[src/rtl/alux_unit.sv]
// Multi-cycle ALU: single-cycle add/logic/shift ops, iterative shift-add multiply
// and restoring divide, returning a registered result with a one-cycle done pulse.
module alux_unit #(
    parameter int WIDTH = 16
) (
    input  logic               clock,
    input  logic               reset,
    input  logic               start,
    input  logic [3:0]         opr,
    input  logic [WIDTH-1:0]   a,
    input  logic [WIDTH-1:0]   b,
    output logic [2*WIDTH-1:0] result,
    output logic               busy,
    output logic               alux_done,
    output logic               error
);
    localparam int            CW   = $clog2(WIDTH);
    localparam logic [CW-1:0] LAST = CW'(WIDTH - 1);

    typedef enum logic [3:0] {
        OP_ADD = 4'b0000,
        OP_SUB = 4'b0001,
        OP_AND = 4'b0010,
        OP_OR  = 4'b0011,
        OP_XOR = 4'b0100,
        OP_SHL = 4'b0110,
        OP_MUL = 4'b1000,
        OP_DIV = 4'b1001,
        OP_MOD = 4'b1010
    } opcode_e;

    typedef enum logic {IDLE, EXEC} state_e;

    state_e             state_q;
    logic [3:0]         op_q;
    logic [2*WIDTH-1:0] a_q;      // multiplicand, shifted left once per MUL iteration
    logic [WIDTH-1:0]   b_q;
    logic [2*WIDTH-1:0] acc_q;    // MUL: partial product; DIV/MOD: {remainder, quotient}
    logic [CW-1:0]      cnt_q;
    logic [2*WIDTH-1:0] result_q;
    logic               busy_q;
    logic               done_q;
    logic               error_q;

    logic               is_mul;
    logic               is_div;
    logic               div_zero;
    logic [WIDTH:0]     sum_w;
    logic [WIDTH:0]     diff_w;
    logic [2*WIDTH-1:0] short_res;
    logic               short_err;
    logic [WIDTH:0]     div_shift;
    logic               div_ge;
    logic [WIDTH-1:0]   div_sub;
    logic [2*WIDTH-1:0] acc_d;
    logic [2*WIDTH-1:0] iter_res;

    assign is_mul   = (op_q == OP_MUL);
    assign is_div   = (op_q == OP_DIV) || (op_q == OP_MOD);
    assign div_zero = is_div && (b_q == '0);
    assign sum_w    = {1'b0, a_q[WIDTH-1:0]} + {1'b0, b_q};
    assign diff_w   = {1'b0, a_q[WIDTH-1:0]} - {1'b0, b_q};

    // NOTE: every output of a combinational block gets a default first so no latch is inferred.
    always_comb begin
        short_res = '0;
        short_err = 1'b0;
        case (op_q)
            OP_ADD:  short_res = {{(WIDTH-1){1'b0}}, sum_w};
            OP_SUB:  short_res = {{(WIDTH-1){1'b0}}, diff_w};
            OP_AND:  short_res = {{WIDTH{1'b0}}, a_q[WIDTH-1:0] & b_q};
            OP_OR:   short_res = {{WIDTH{1'b0}}, a_q[WIDTH-1:0] | b_q};
            OP_XOR:  short_res = {{WIDTH{1'b0}}, a_q[WIDTH-1:0] ^ b_q};
            OP_SHL:  short_res = a_q << b_q[3:0];
            OP_MUL, OP_DIV, OP_MOD: short_res = '0;
            default: short_err = 1'b1;
        endcase
    end

    // Restoring divide step: shift the next dividend bit into the remainder, subtract if it fits.
    assign div_shift = {acc_q[2*WIDTH-1:WIDTH], acc_q[WIDTH-1]};
    assign div_ge    = (div_shift >= {1'b0, b_q});
    assign div_sub   = div_shift[WIDTH-1:0] - b_q;

    always_comb begin
        acc_d    = acc_q;
        iter_res = '0;
        if (is_mul) begin
            acc_d    = acc_q + (b_q[0] ? a_q : '0);
            iter_res = acc_d;
        end else begin
            acc_d = {(div_ge ? div_sub : div_shift[WIDTH-1:0]), acc_q[WIDTH-2:0], div_ge};
            if (op_q == OP_MOD) iter_res = {{WIDTH{1'b0}}, acc_d[2*WIDTH-1:WIDTH]};
            else                iter_res = {{WIDTH{1'b0}}, acc_d[WIDTH-1:0]};
        end
    end

    // NOTE: sequential state uses non-blocking assignments so all registers update from pre-edge values.
    always_ff @(posedge clock) begin
        if (!reset) begin
            state_q  <= IDLE;
            op_q     <= '0;
            a_q      <= '0;
            b_q      <= '0;
            acc_q    <= '0;
            cnt_q    <= '0;
            result_q <= '0;
            busy_q   <= 1'b0;
            done_q   <= 1'b0;
            error_q  <= 1'b0;
        end else begin
            done_q <= 1'b0;
            case (state_q)
                IDLE: begin
                    if (start) begin
                        op_q    <= opr;
                        a_q     <= {{WIDTH{1'b0}}, a};
                        b_q     <= b;
                        acc_q   <= (opr == OP_MUL) ? '0 : {{WIDTH{1'b0}}, a};
                        cnt_q   <= '0;
                        error_q <= 1'b0;
                        busy_q  <= 1'b1;
                        state_q <= EXEC;
                    end
                end
                EXEC: begin
                    if ((is_mul || is_div) && !div_zero) begin
                        acc_q <= acc_d;
                        if (is_mul) begin
                            a_q <= a_q << 1;
                            b_q <= b_q >> 1;
                        end
                        if (cnt_q == LAST) begin
                            cnt_q    <= '0;
                            result_q <= iter_res;
                            done_q   <= 1'b1;
                            busy_q   <= 1'b0;
                            state_q  <= IDLE;
                        end else begin
                            cnt_q <= cnt_q + 1'b1;
                        end
                    end else begin
                        result_q <= div_zero ? '1 : short_res;
                        error_q  <= div_zero | short_err;
                        done_q   <= 1'b1;
                        busy_q   <= 1'b0;
                        state_q  <= IDLE;
                    end
                end
                default: state_q <= IDLE;
            endcase
        end
    end

    assign result    = result_q;
    assign busy      = busy_q;
    assign alux_done = done_q;
    assign error     = error_q;
endmodule

[config.mk]
export PLATFORM = sky130hd
export DESIGN_NAME = alux_unit
export DESIGN_NICKNAME = d
export VERILOG_FILES = /design/src/rtl/alux_unit.sv
export SDC_FILE = /design/constraint.sdc
export NUM_CORES = 1
export LEC_CHECK = 0
export ABC_AREA = 1
export CORE_AREA = 10 10 164 166
export DETAILED_ROUTE_END_ITERATION = 6
export DIE_AREA = 0 0 174 176
export GPL_ROUTABILITY_DRIVEN = 0
export MAX_ROUTING_LAYER = met4
export PLACE_DENSITY_LB_ADDON = 0.15
export SYNTH_ARGS = -nofsm -noshare
export SYNTH_HDL_FRONTEND = slang
export SYNTH_SLANG_ARGS = --single-unit
export TNS_END_PERCENT = 50
[constraint.sdc]
create_clock -name clock -period 3.35 [get_ports clock]
set_input_delay 0.8375 -clock clock [delete_from_list [all_inputs] [get_ports clock]]
set_output_delay 0.8375 -clock clock [all_outputs]
set_load 0.005 [all_outputs]
# Word level (Yosys, flattened, before mapping)
# Index checks and enable logic that the tools add are counted.
# totals
register_bits	124
in_bits	39
out_inout_bits	35
# op_classes
add_sub_neg	5
magnitude_cmp	1
eq_ne	16
n_shift	1
mux	39
bitwise	5
reduce_logical	15
# op_table
op	n
$mux W32	11
$pmux W32 S6	1
$pmux W32 S2	2
$mux W16	6
$add A32 B32 Y32	1
$pmux W16 S2	1
$shl A32 B4 Y32	1
$eq A4 B4 Y1 const B	5
$add A16 B16 Y17	1
$ge A17 B16 Y1	1
$sub A16 B16 Y17	1
$and A16 B16 Y16	1
$logic_not A16 Y1	1
$or A16 B16 Y16	1
$sub A16 B16 Y16	1
$xor A16 B16 Y16	1
$mux W4	3
$reduce_and A2 Y1	6
$mux W1	11
$reduce_or A9 Y1	1
$eq A4 B2 Y1 const B	2
$eq A4 B3 Y1 const B	2
$pmux W4 S2	1
$ne A2 B1 Y1 const B	3
other kinds (12)	17

# Longest topological paths before layout
# Gate-level depths: netlist (run 1).
# logic_depth
depth_word	7
depth_mapped	23
ltp_nobuf	21

# Worst setup path after synthesis (run 1)
# Ideal clock, no wire load.
# synth_path
path_type	reg2reg
startpoint	register b_q[1]
endpoint	register result_q[15] (netlist: result[15])
setup_time_ns	0.058
t_arrival_ns	3.053
required_ns	3.292
slack_ns	0.239
stages_incl_launch_ff	22
n_path_buf	2
period_less_slack_ns	3.111
path_cell_list	dfxtp_1 > buf_2 > inv_2 > clkbuf_1 > ha_1 > inv_1 > nor3_2 > nand3_1 > inv_2 > nand3_1 > nor3_1 > nor2_1 > xor2_1 > ha_1 > inv_1 > nor3_1 > nand3_1 > nand3b_1 > nand3_1 > a21oi_1 > nand2_1 > nand2_1
# synth_between
elab_chain_cells	6
elab_cells_between_ends	18
# synth_rtl
item	line	rtl
start: declaration	37	logic [WIDTH-1:0] b_q;
start signal: assignment	131	b_q <= b_q >> 1;
$sub A16 B16 Y16 (tied with other cells)	83	assign div_sub = div_shift[WIDTH-1:0] - b_q;
$mux W16 or $logic_and A1 B1 Y1 (tied branches)	92, 60	
$mux W16 or $logic_not A1 Y1 (tied branches)	93, 127	
$mux W32 or $logic_and A1 B1 Y1 (tied branches)	88, 127	
$mux W32 or $ne A2 B1 Y1 (tied branches)	--	
$mux W32 or $reduce_and A2 Y1 (tied branches)	--	
end signal: assignment	135	result_q <= iter_res;
end signal: assignment	143	result_q <= div_zero ? '1 : short_res;
end: declaration	40	logic [2*WIDTH-1:0] result_q;
# Several ways; a longest one is shown, not always the timed one. The select of a mux whose other input is x is not followed.
# A chain may end at the register's enable or synchronous reset.

# Worst setup path in the final report (run 1)
# layout_path
startpoint	register op_q[3]
endpoint	register result_q[12] (netlist: result[12])
# layout_between
elab_chain_cells	7
elab_cells_between_ends	22
# layout_rtl
item	line	rtl
start: declaration	35	logic [3:0] op_q;
start signal: assignment	116	op_q <= opr;
$eq A4 B4 Y1, on equally long branches	59, 93	
$logic_or A1 B1 Y1	59	assign is_div = (op_q == OP_DIV) || (op_q == OP_MOD);
$logic_and A1 B1 Y1	60	assign div_zero = is_div && (b_q == '0);
$logic_not A1 Y1	127	if ((is_mul || is_div) && !div_zero) begin
$logic_and A1 B1 Y1	127	
$ne A2 B1 Y1 (no line)	--	
$reduce_and A2 Y1 (no line)	--	
# Several ways; a longest one is shown, not always the timed one. The select of a mux whose other input is x is not followed.

==> results of run 1 <==
[metrics by stage]
| step | hold slack [ns] | cells | area, sq um |
|---|---|---|---|
| floorplan | 0.4460 | 2287 | 12970 |
| global placement | 0.4384 | 2643 | 13990 |
| detailed placement | 0.4388 | 2643 | 13990 |
| CTS | 0.4519 | 2673 | 14550 |
| global route | 0.4682 | 2675 | 14560 |
| finish | 0.4509 | 2675 | 14560 |
[cell families (layout without fill, tap and decap cells)]
logic type,Yosys count,in the layout,synth area share [%]
AND/OR/NAND/NOR,1214,1214,39.24
AO/OA/AOI/OAI,427,427,17.23
buffers and inverters,388,450,12.19
flip-flops,124,124,19.14
adder cells (fa/ha/maj),101,101,9.919
XOR/XNOR,28,28,1.891
multiplexers,5,5,0.3860
other,0,2,0
[worst max-delay path, stage by stage, from the launching register on]
cell and delay [ns]:
dfxtp_1 0.35, nor2_2 0.17, inv_1 0.07, nor2_2 0.11
nand2_2 0.15, inv_2 0.17, nor2_1 0.07, xor2_1 0.26
ha_1 0.33, or2_2 0.32, nand3_1 0.09, nand2_1 0.11
nand2_1 0.12, nand2_1 0.13, nand2_1 0.11, nand2_1 0.05
nand2_1 0.06, nand3_1 0.10, a21oi_1 0.21, nand2_1 0.08
nand2_1 0.05
[power breakdown]
part           switching, mW  internal (mW)  leakage, nW
sequential             0.150           1.60         1.02
combinational           1.83          0.892         6.19
clock                  0.797           1.04        0.258
[routing by layer]
| metal | vias up | wire length (microns) | GRT usage (%) |
|---|---|---|---|
| met5 | - | 0 | - |
| met4 | 0 | 3845 | 20.95 |
| met3 | 262 | 5817 | 6.365 |
| met2 | 1026 | 21890 | 50.99 |
| met1 | 6991 | 20050 | 40.40 |
| li1 | 7447 | - | - |
[how the worst max path moves through the flow]
| stage | from | end | slack [ns] | depth (start not counted) |
|---|---|---|---|---|
| 6_report | op_q[3] | result[12] | 0.19 | 20 |
| 5_1_grt | op_q[3] | result[12] | 0.04 | 20 |
| 4_1_cts | op_q[3] | result[12] | 0.22 | 20 |
| 3_5_place_dp | op_q[3] | result[12] | 0.24 | 20 |
| 3_3_place_gp | op_q[3] | result[12] | 0.37 | 20 |
| 2_1_floorplan | b_q[1] | result[15] | 0.24 | 21 |
[repair_timing]
action / CTS / global route
hold endpoints to repair: 0 / 0
setup endpoints to repair: 0 / 3
gates resized for setup: 0 / 1
[final cells by class]
class / instances / area [sq um]
tap: 324 / 405.4
clock inverter: 12 / 116.4
fill: 2393 / 9264
sequential: 124 / 2482
clock buffer: 18 / 439.2
antenna: 2 / 5.005
multi-input combinational: 1775 / 8912
inverter: 303 / 1140
timing repair buffer: 117 / 1056
[cells in the final DEF, fill, tap and decap left out, types with 9 or more instances in the layout]
| cell | instances |
|---|---|
| clkbuf_16 | 17 |
| nand3_1 | 178 |
| a31oi_1 | 9 |
| o21ai_1 | 27 |
| clkdlybuf4s50_1 | 72 |
| nand3b_1 | 16 |
| o211ai_1 | 12 |
| nand2_2 | 9 |
| a21oi_1 | 206 |
| nor3_1 | 12 |
| inv_1 | 282 |
| nand2_1 | 787 |
| nand4_1 | 17 |
| ha_1 | 98 |
| buf_4 | 44 |
| nor2_1 | 157 |
| xor2_1 | 24 |
| dfxtp_1 | 124 |
| o21ai_0 | 152 |
| inv_2 | 17 |
[state kept, by name, summed over array words and instances (netlist names)]
name and flops:
a_q 32, acc_q 32, result 32, b_q 16, cnt_q 4, op_q 4, alux_done 1, busy 1
error 1, state_q 1
==> summary.md, run 1 <==
| Metric | Value |
|---|---|
| Status | `finished clean` |
| Hold Crit Depth | `2` |
| Peak VDD IR | `303.2 uV` |
| Power Total | `6.304 mW` |
| Post-synth EDFFs | `0` |
| Startpoint type of the worst setup path | `flop` |
| CTS buffer count | `17` |
| Gr usage total | `33.51%` |
| First-pass GRT wire length | `79,100 microns` |
| RSZ-0062 raised after global routing | `no` |
| PD cells | `433.1 nW/um^2` |
| Synthesized flop and latch total | `124` |
| Syn Area/Cell | `5.670 sq um` |
| Top FF cell, synth | `dfxtp_1` |
| Seq/Total Area, Yosys | `19.14%` |
| RR Startpoint | `op_q[3]` |
| Initial Util | `54.44%` |
| Largest net degree at the start of global routing | `69` |
| # DRC | `0` |
| Setup CP Type | `flop to flop` |
| Synth area leader | `nand2_1` |
| Hold path startpoint | `result[1]` |
| Clock skew | `0.01215 ns` |
| Top cells by area, synth | `nand2_1, dfxtp_1, ha_1` |
| IO buf count | `73` |
| Fin nets | `2,478` |
| F_max | `316.9 MHz` |
| Synth top cells by count | `nand2_1, inv_1, a21oi_1` |
| Die W | `174 microns` |
| R2R setup slack | `0.19 ns` |
| Synthesized net count | `2,427` |
| H-tree levels | `4` |
| GRT overflow | `0` |
| Count leader, synth | `nand2_1` |
| Die height | `176 microns` |
| Final WS setup | `0.1943 ns` |
| Number of nets with antenna violations after routing | `0` |
| Asr flop ratio synth | `0%` |
| Clock latency on the worst-skew pair | `0.44 ns` |
| Setup TNS | `0 ns` |
| Number of max-cap violations | `0` |
| Least-Margin Pin Slew | `0.7070 ns` |
| Leakage power | `7.459 nW` |
| Post-synth cell types | `43` |
| Syn Inst Count | `2,287` |
| Reg2reg path depth | `20` |
| Synthesized area | `12,970 sq um` |
| Final core occ | `61.11%` |
| FF-to-FF End | `result[12]` |
| Longest Clk Path Bufs | `2` |
| Final Hold Vio Count | `0` |
| Arr. time, crit path | `3.54 ns` |
| Pre-CTS WS | `0.2352 ns` |
| Share of post-route cells with drive strength above 1 | `5.577%` |
| Iteration-0 DRC Markers | `2,681` |
| Total core area | `23,820 sq um` |
| Max Slew Vio Count | `0` |
| Required @ worst endpoint | `3.73 ns` |
| Vias | `15,730` |
| Via density | `5.879` |
| Synthesis-to-finish area growth | `12.25%` |
| Post-synth top area share | `22.78%` |
| Clock Pin Slew Worst Setup and Hold Paths | `0.06 ns` |
| Hold/Removal Path Class | `flop to flop` |
| YS warnings | `0` |
| Period utilisation layout | `94.20%` |
| CTS Sinks | `124` |
| Setup crit end kind | `flop` |
| # Post-CTS Setup Buffers | `0` |
| Max-slew headroom | `52.75%` |
| Pre-Repair DR Iteration Count | `7` |
| Number of core rows | `57` |
| Post-CTS Hold Buffers | `0` |
| Wire per inst | `19.29 microns` |
| Die area | `30,620 sq um` |
| Initial antenna violation count | `2` |
| Setup Viol. Count Final | `0` |
| DP HPWL | `40,520 microns` |
| Worst-path fanout max | `10` |
| Drt total wl | `51,600 microns` |
| CTS tree | `yes` |
| I/O pins | `74` |
| Post-layout min period | `3.156 ns` |
| Vias in the first global route | `14,270` |
| Root Driver | `clkbuf_16` |
| Hold Path End | `result[1]` |
No activity file was read; power rests on OpenSTA's default activity.
==> inputs of run 2 (changes only) <==
Settings changed: CTS_CLUSTER_SIZE set to 40.
==> results of run 2 <==
The final DEF is identical to that of run 1; final timing and power are the same.
